===== config.mk =====
export PLATFORM = sky130hd
export DESIGN_NAME = cpu_step_ctrl
export DESIGN_NICKNAME = d
export VERILOG_FILES = /design/src/rtl/cpu_step_ctrl_pkg.sv /design/src/rtl/cpu_step_ctrl_btn_debounce.sv /design/src/rtl/cpu_step_ctrl.sv
export SDC_FILE = /design/constraint.sdc
export NUM_CORES = 1
export LEC_CHECK = 0
export ABC_AREA = 1
export BUFFER_PORTS_ARGS = -buffer_cell sky130_fd_sc_hd__buf_2
export CAP_MARGIN = 20
export CORE_UTILIZATION = 55
export DETAILED_ROUTE_END_ITERATION = 12
export PLACE_DENSITY = 0.81
export SYNTH_ARGS = -nofsm -noshare
export SYNTH_HDL_FRONTEND = slang
export SYNTH_SLANG_ARGS = --single-unit

===== constraint.sdc =====
create_clock -name CLK -period 2.9 [get_ports CLK]
set_clock_uncertainty 0.15 [all_clocks]
set_input_delay 0.145 -clock CLK [delete_from_list [all_inputs] [get_ports CLK]]
set_output_delay 0.145 -clock CLK [all_outputs]
set_load 0.01 [all_outputs]

===== src/rtl/cpu_step_ctrl_pkg.sv =====
// Shared definitions for the CPU step controller: FSM encoding and parameter defaults.
package cpu_step_ctrl_pkg;

    localparam int unsigned DEB_CYCLES_DEF = 1000000;
    localparam int unsigned CNT_W_DEF      = 32;

    typedef enum logic [1:0] {
        PAUSED   = 2'd0,
        RUNNING  = 2'd1,
        STEPPING = 2'd2
    } step_state_e;

endpackage


===== src/rtl/cpu_step_ctrl_btn_debounce.sv =====
// Pushbutton debouncer: synchronise, require DEB_CYCLES stable samples, emit a press pulse.
module btn_debounce
    import cpu_step_ctrl_pkg::*;
#(
    parameter int unsigned DEB_CYCLES = DEB_CYCLES_DEF
) (
    input  logic CLK,
    input  logic RST_N,
    input  logic btn_raw,
    output logic press
);

    localparam int unsigned CW = (DEB_CYCLES > 2) ? $clog2(DEB_CYCLES) : 1;

    logic          sync1;
    logic          sync_q;
    logic          stable;
    logic          armed;
    logic [CW-1:0] cnt;
    logic          accept_c;

    // Synced level has differed from the stable level long enough to be accepted.
    assign accept_c = (sync_q != stable) && (cnt == CW'(DEB_CYCLES - 1));

    // Synchroniser, debounce counter and press pulse. A button must be seen
    // released after reset (armed) before a press can be reported, so a
    // button held through reset never fires.
    always_ff @(posedge CLK or negedge RST_N) begin
        if (!RST_N) begin
            sync1  <= 1'b0;
            sync_q <= 1'b0;
            stable <= 1'b0;
            armed  <= 1'b0;
            cnt    <= '0;
            press  <= 1'b0;
        end else begin
            sync1  <= btn_raw;
            sync_q <= sync1;
            if (sync_q == stable) begin
                cnt <= '0;
            end else if (accept_c) begin
                cnt    <= '0;
                stable <= sync_q;
            end else begin
                cnt <= cnt + CW'(1);
            end
            if (!sync_q && !stable) begin
                armed <= 1'b1;
            end
            press <= accept_c && sync_q && armed;
        end
    end

endmodule


===== src/rtl/cpu_step_ctrl.sv =====
// Turns the slow divider clock and run/pause/step buttons into a one-cycle CPU enable.
module cpu_step_ctrl
    import cpu_step_ctrl_pkg::*;
#(
    parameter int unsigned DEB_CYCLES = DEB_CYCLES_DEF,
    parameter int unsigned CNT_W      = CNT_W_DEF
) (
    input  logic             CLK,
    input  logic             RST_N,
    input  logic             slow_clk,
    input  logic             btn_run,
    input  logic             btn_pause,
    input  logic             btn_step,
    output logic             cpu_en,
    output logic             running,
    output logic [CNT_W-1:0] step_count
);

    logic        slow_s1;
    logic        slow_sync_q;
    logic        slow_edge_q;
    logic        tick_c;
    logic        run_press;
    logic        pause_press;
    logic        step_press;
    step_state_e state_q;
    step_state_e state_d;
    logic        issue_c;

    btn_debounce #(.DEB_CYCLES(DEB_CYCLES)) u_deb_run (
        .CLK     (CLK),
        .RST_N   (RST_N),
        .btn_raw (btn_run),
        .press   (run_press)
    );

    btn_debounce #(.DEB_CYCLES(DEB_CYCLES)) u_deb_pause (
        .CLK     (CLK),
        .RST_N   (RST_N),
        .btn_raw (btn_pause),
        .press   (pause_press)
    );

    btn_debounce #(.DEB_CYCLES(DEB_CYCLES)) u_deb_step (
        .CLK     (CLK),
        .RST_N   (RST_N),
        .btn_raw (btn_step),
        .press   (step_press)
    );

    // Two-flop synchroniser plus edge register for the asynchronous slow clock.
    always_ff @(posedge CLK or negedge RST_N) begin
        if (!RST_N) begin
            slow_s1     <= 1'b0;
            slow_sync_q <= 1'b0;
            slow_edge_q <= 1'b0;
        end else begin
            slow_s1     <= slow_clk;
            slow_sync_q <= slow_s1;
            slow_edge_q <= slow_sync_q;
        end
    end

    // Rising edges only; falling edges of slow_clk are ignored.
    assign tick_c = slow_sync_q & ~slow_edge_q;

    // Next-state and issue decision; pause beats run beats step. The step
    // pulse is decided on entry so cpu_en is high during the STEPPING cycle.
    always_comb begin
        state_d = state_q;
        issue_c = 1'b0;
        case (state_q)
            PAUSED: begin
                if (pause_press) begin
                    state_d = PAUSED;
                end else if (run_press) begin
                    state_d = RUNNING;
                end else if (step_press) begin
                    state_d = STEPPING;
                    issue_c = 1'b1;
                end
            end
            RUNNING: begin
                if (pause_press) begin
                    state_d = PAUSED;
                end else if (tick_c) begin
                    issue_c = 1'b1;
                end
            end
            STEPPING: begin
                state_d = PAUSED;
            end
            default: begin
                state_d = PAUSED;
            end
        endcase
    end

    // State register and registered outputs.
    always_ff @(posedge CLK or negedge RST_N) begin
        if (!RST_N) begin
            state_q    <= PAUSED;
            cpu_en     <= 1'b0;
            running    <= 1'b0;
            step_count <= '0;
        end else begin
            state_q    <= state_d;
            cpu_en     <= issue_c;
            running    <= (state_d == RUNNING);
            step_count <= step_count + CNT_W'(cpu_en);
        end
    end

endmodule

After elaboration in Yosys (flattened, before gate mapping)
Index checks and enable logic that the tools add are counted.
{"block": "word_totals", "input_bits": 6, "elab_cells": 84, "regBits": 114, "output_inout_bits": 34}
{"block": "classes", "bitwise_logic": 5, "n_mux": 17, "eq_ne": 11, "reduce_logical": 22, "add_sub_neg": 4}
{"cell": "2-to-1 mux 20 bit", "count": 6}
{"cell": "adder 20 x 1 -> 20 bit, second input constant", "count": 3}
{"cell": "== test 20 bit, second input constant", "count": 3}
{"cell": "adder 32 x 1 -> 32 bit", "count": 1}
{"cell": "logical AND 1 bit", "count": 12}
{"cell": "2-to-1 mux 2 bit", "count": 4}
{"cell": "logical NOT 1 bit", "count": 6}
{"cell": "AND reduction 2 bit", "count": 3}
{"cell": "2-to-1 mux 1 bit", "count": 5}
{"cell": "== test 2 x 1 -> 1 bit, second input constant", "count": 2}
{"cell": "NOT 1 bit", "count": 4}
{"cell": "case mux 2 bit (2 select lines)", "count": 1}
{"cell": "== test 1 bit", "count": 3}
{"cell": "inequality test 1 bit", "count": 3}
{"cell": "logical NOT 2 bit", "count": 1}
{"cell": "case mux 1 bit (2 select lines)", "count": 1}
{"cell": "AND 1 bit", "count": 1}

Longest topological paths before layout
{"block": "depth", "ltp_word": 5, "mapped_depth": 11, "mapped_depth_nobuf": 11}

Modules after synthesis
A second synthesis with hierarchy kept.
{"block": "hier_totals", "hier_cells": 763, "hier_area_um2": 6167.2}
{"module": "btn_debounce at u_deb_pause ...", "seq_area_each_um2": 625.6, "cells_per_inst": 175, "area_each_um2": 1417.6, "instances": 2}
{"module": "cpu_step_ctrl", "seq_area_each_um2": 975.9, "cells_per_inst": 239, "area_each_um2": 1953.1, "instances": 1}
{"module": "btn_debounce at u_deb_run", "seq_area_each_um2": 625.6, "cells_per_inst": 174, "area_each_um2": 1378.8, "instances": 1}

Worst setup path after synthesis
OpenSTA, ideal clock, no wires.
{"block": "synth_path", "path_kind": "register -> register", "start": "register cpu_en", "end": "register step_count[18]", "path_stages_with_launch": 10, "slack_ns": 1.238, "t_required_ns": 2.622, "n_path_buf": 0, "setup_time_ns": 0.128, "arrival_ns": 1.384, "period_less_slack_ns": 1.662, "cell_sequence": "dfrtp_1 > ha_1 > ha_1 > nand3_2 > inv_2 > nand2_1 > inv_2 > nand2_2 > nor2_2 > xor2_1"}
{"block": "synth_between", "elab_chain_cells": 1}
{"element": "from (decl)", "line_no": "cpu_step_ctrl.sv:14", "text": "output logic cpu_en,"}
{"element": "from (signal assigned)", "line_no": "cpu_step_ctrl.sv:108", "text": "cpu_en <= issue_c;"}
{"element": "adder 32 x 1 -> 32 bit", "line_no": "cpu_step_ctrl.sv:110", "text": "step_count <= step_count + CNT_W'(cpu_en);"}
{"element": "to (signal assigned)", "line_no": "cpu_step_ctrl.sv:110"}
{"element": "to (decl)", "line_no": "cpu_step_ctrl.sv:16", "text": "output logic [CNT_W-1:0] step_count"}
Every way passes these cells.
A chain may end at the register's enable or synchronous reset.

Worst setup path in the final report
{"block": "layout_path", "start": "register u_deb_pause.stable", "end": "register u_deb_pause.cnt[6]"}
{"block": "layout_between", "elab_chain_cells": 4, "elab_cells_between_ends": 5, "classes_between": "eq/ne: 2; mux: 2; reduce/logical: 1"}
{"element": "from (decl)", "line_no": "cpu_step_ctrl_btn_debounce.sv:17", "text": "logic stable;"}
{"element": "from (signal assigned)", "line_no": "cpu_step_ctrl_btn_debounce.sv:43", "text": "stable <= sync_q;"}
{"element": "inequality test 1 bit", "line_no": "cpu_step_ctrl_btn_debounce.sv:23", "text": "assign accept_c = (sync_q != stable) && (cnt == CW'(DEB_CYCLES - 1));"}
{"element": "logical AND 1 bit", "line_no": "cpu_step_ctrl_btn_debounce.sv:23"}
{"element": "2-to-1 mux 20 bit", "line_no": "cpu_step_ctrl_btn_debounce.sv:41", "text": "end else if (accept_c) begin"}
{"element": "2-to-1 mux 20 bit *", "line_no": "cpu_step_ctrl_btn_debounce.sv:39", "text": "if (sync_q == stable) begin"}
{"element": "to (signal assigned)", "line_no": "cpu_step_ctrl_btn_debounce.sv:45", "text": "cnt <= cnt + CW'(1);"}
{"element": "to (decl)", "line_no": "cpu_step_ctrl_btn_debounce.sv:19", "text": "logic [CW-1:0] cnt;"}
Every way passes the cells marked *; elsewhere a longest branch is shown, timed or not.

==> metrics.csv <==
stage;metric;value;unit
run_status;status;finished, final reports clean;
synthesis;syn nets;762;
clock_network;H-tree depth;4;
synthesis;syn avg cell area;7.99;um^2
finish;fraction of layout instances using a drive strength above 1;0.153;
drt;Routed Antenna Nets;0;
worst_setup_path;CP max-delay cell;ha_1;
worst_setup_path;CP delay by family, top;simple AND/OR/NAND/NOR gates;
placement;HPWL reported at the end of detailed placement;9.18;mm
worst_setup_path;WP buf/inv;1;
timing;RSZ-0062 raised after global routing;false;
clock_network;number of gates resized after cts;0;
timing;setup TNS;0;ns
finish;nets;825;
floorplan;chip width;106;um
finish;final core utilization;0.672;
finish;synthesis-to-layout area growth;17.1;%
drt;drt first pass iters;5;
synthesis;register area share after synthesis;0.477;
synthesis;Synth Instances;748;
timing;pins over their slew limit;0;
worst_setup_path;CP Capture Type;register;
worst_setup_path;Req. time, crit path;3.16;ns
worst_setup_path;Critical Path AT;2.06;ns
timing;Worst Tran Pin Value;0.846;ns
synthesis;Most used DFF post-synth;dfrtp_1;
worst_setup_path;worst path cell trace;inv_1 > ha_1 > nand3_1 > nor2_1 > nand3_2 > nand2_2 > nor2_1;
floorplan;# rows;37;
global_route;grt ovf;0;
worst_setup_path;CP most frequent cell;nor2_1;
global_route;M2 GR Usage;0.403;
worst_setup_path;CP Max Fanout;8;
synthesis;async set-reset flop share out of synthesis;1.00;
finish;ant diodes;0;
worst_setup_path;max incr delay on CP;0.44;ns
timing;Final Setup Violations;0;
global_route;vias in the first global route;4917;
run;max-cap viol count;0;
drt;routed length per instance;13.3;um
pwr;Max IR drop VDD;0.000410;V
clock_network;CTS tree;built;
drt;Routed Wire Length;12.7;mm
timing;Max Clk Rate;557;MHz
synthesis;Synth Register Bits;114;
clock_network;Clock Tree Buf Depth;2;
worst_setup_path;Crit Path Class;reg2reg;
synthesis;area leader, netlist;dfrtp_1;
global_route;GRT met3 Usage;0.0613;
clock_network;clock-pin slew on the worst setup and hold paths;0.06;ns
clock_network;CTS Root Cell;clkbuf_8;
synthesis;area of the mapped netlist;5980;um^2
hold_path;Worst Hold Class;in2reg;
placement;Placer Congestion;0.908;
synthesis;EDFF count, synth;0;
clock_network;TritonCTS buffer count;17;
floorplan;Starting Density;0.574;
drt;vias;5064;
floorplan;Die Area;11300;um^2
timing;Final min period;1.79;ns
clock_network;Worst-Skew Late Latency;0.53;ns
drt;DR vias/cell;5.28;
timing;Relative slew margins;0.436;
synthesis;Yosys cell types;27;
floorplan;Core Area;10400;um^2
clock_network;CTS Sinks;114;
global_route;largest net degree at the start of global routing;69;
global_route;overall global routing resource usage;0.250;
floorplan;Die Y;106;um
drt;DRC violation count after routing;0;
timing;Period Utilization, post-route;0.619;
pwr;Leak;3.16;nW
synthesis;Yosys warning count;0;
worst_setup_path;flop-to-flop setup slack;1.11;ns
worst_setup_path;Setup crit start kind;register;
global_route;initial antenna violation count;0;
timing;Final Hold Vio Count;0;
floorplan;# IOs;40;
global_route;first-pass GRT wire length;22.3;mm
synthesis;leading post-synthesis cells by cell area;dfrtp_1 48%, nand2_1 10%, nor2_1 9.5%;
drt;Initial DRC Count;289;
global_route;Most Crowded Layer GR;met2;
pwr;pwr/cell area;534;nW/um^2
placement;IO Port Bufs;39;
synthesis;top cell type's share of synthesized area;0.477;
global_route;met1 GRT Util;0.325;
[registers in the layout (all words and copies together), names as in the netlist, 2 cells and up]
register,count
state_q,2
step_count,32
u_deb_pause.cnt,20
u_deb_run.cnt,20
u_deb_step.cnt,20
[worst reg2reg max path, cell delays in order (launching register included)]
cell	delay, ns
dfrtp_1	0.36
inv_1	0.05
ha_1	0.44
nand3_1	0.12
nor2_1	0.14
nand3_2	0.19
nand2_2	0.18
nor2_1	0.06
[layout make-up]
type | instances | area, um^2
clock buffers | 18 | 428
clock inverters | 14 | 158
well taps | 136 | 170
fillers | 844 | 3420
multi-input cells | 544 | 2790
inverters | 88 | 330
repair buffers | 46 | 275
flip-flops and latches | 114 | 2850
[power by group]
| group | switching [W] | internal [W] |
|---|---|---|
| clock network | 0.000773 | 0.00125 |
| registers | 0.0000123 | 0.00161 |
| logic | 0.0000629 | 0.0000272 |
| total | 0.000848 | 0.00289 |
[kinds of logic (layout without fill, tap and decap cells)]
group                    count (synthesis)  count (layout)  share of synthesized area
adder cells (fa/ha/maj)                  8               8                     0.0167
AND/OR/NAND/NOR                        465             465                      0.361
flip-flops                             114             114                      0.477
XOR/XNOR                                45              45                     0.0659
AO/OA/AOI/OAI                           26              26                     0.0218
buffers and inverters                   90             166                     0.0569
[routing by layer]
| metal | part of all wire | up-vias |
|---|---|---|
| met4 | 0.019 | 0 |
| met2 | 0.48 | 131 |
| met3 | 0.053 | 30 |
| met5 | 0 | - |
| met1 | 0.45 | 2417 |
| li1 | - | 2486 |
[synthesized netlist by cell type, types with 11 or more instances]
cell type,number
nor2_1,151
nor3_1,14
nor2_4,12
inv_1,81
nand2_1,167
xor2_1,28
nand3_1,51
nand2_2,12
a21oi_1,14
nand4_1,21
dfrtp_1,114
o21ai_0,11
xnor2_1,17
[metrics by stage]
step                cell area, um^2  std cells  setup WS [ns]  hold WS, ns  power (W)
floorplan                      5980        748           1.24       -0.301    0.00169
global placement               6360        923           1.22        0.104    0.00173
detailed placement             6360        923           1.13        0.104    0.00174
CTS                            7000        960           1.11       0.0852    0.00377
global route                   7000        960          0.982        0.105    0.00385
finish                         7000        960           1.11       0.0998    0.00374
[placed cells by master, fill, tap and decap left out, drive strengths merged]
| cell | instances |
|---|---|
| a21oi | 14 |
| and3 | 1 |
| buf | 41 |
| bufinv | 2 |
| clkbuf | 18 |
| clkinv | 10 |
| clkinvlp | 3 |
| dfrtp | 114 |
| dlygate4sd3 | 5 |
| ha | 8 |
| inv | 87 |
| nand2 | 179 |
| nand3 | 60 |
| nand3b | 9 |
| nand4 | 21 |
| nor2 | 172 |
| nor3 | 16 |
| nor3b | 3 |
| o21ai | 12 |
| or2 | 4 |
| xnor2 | 17 |
| xor2 | 28 |
[path summary, 6_finish.rpt]
kind | start | to | cells after the start
setup / recovery | u_deb_pause.stable | u_deb_pause.cnt[6] | 7
hold / removal | slow_clk | slow_s1 | 2
setup reg to reg | u_deb_pause.stable | u_deb_pause.cnt[6] | 7
hold reg to reg | u_deb_step.sync1 | u_deb_step.sync_q | 0
max in group asynchronous | RST_N | u_deb_step.cnt[19] | 3
min in group asynchronous | RST_N | step_count[24] | 2
[repair_timing]
action                                 CTS  global route
hold buffers                             5             0
endpoints found under the hold margin   70             0
buffers inserted                         0             0
No activity file was read; power rests on OpenSTA's default activity.
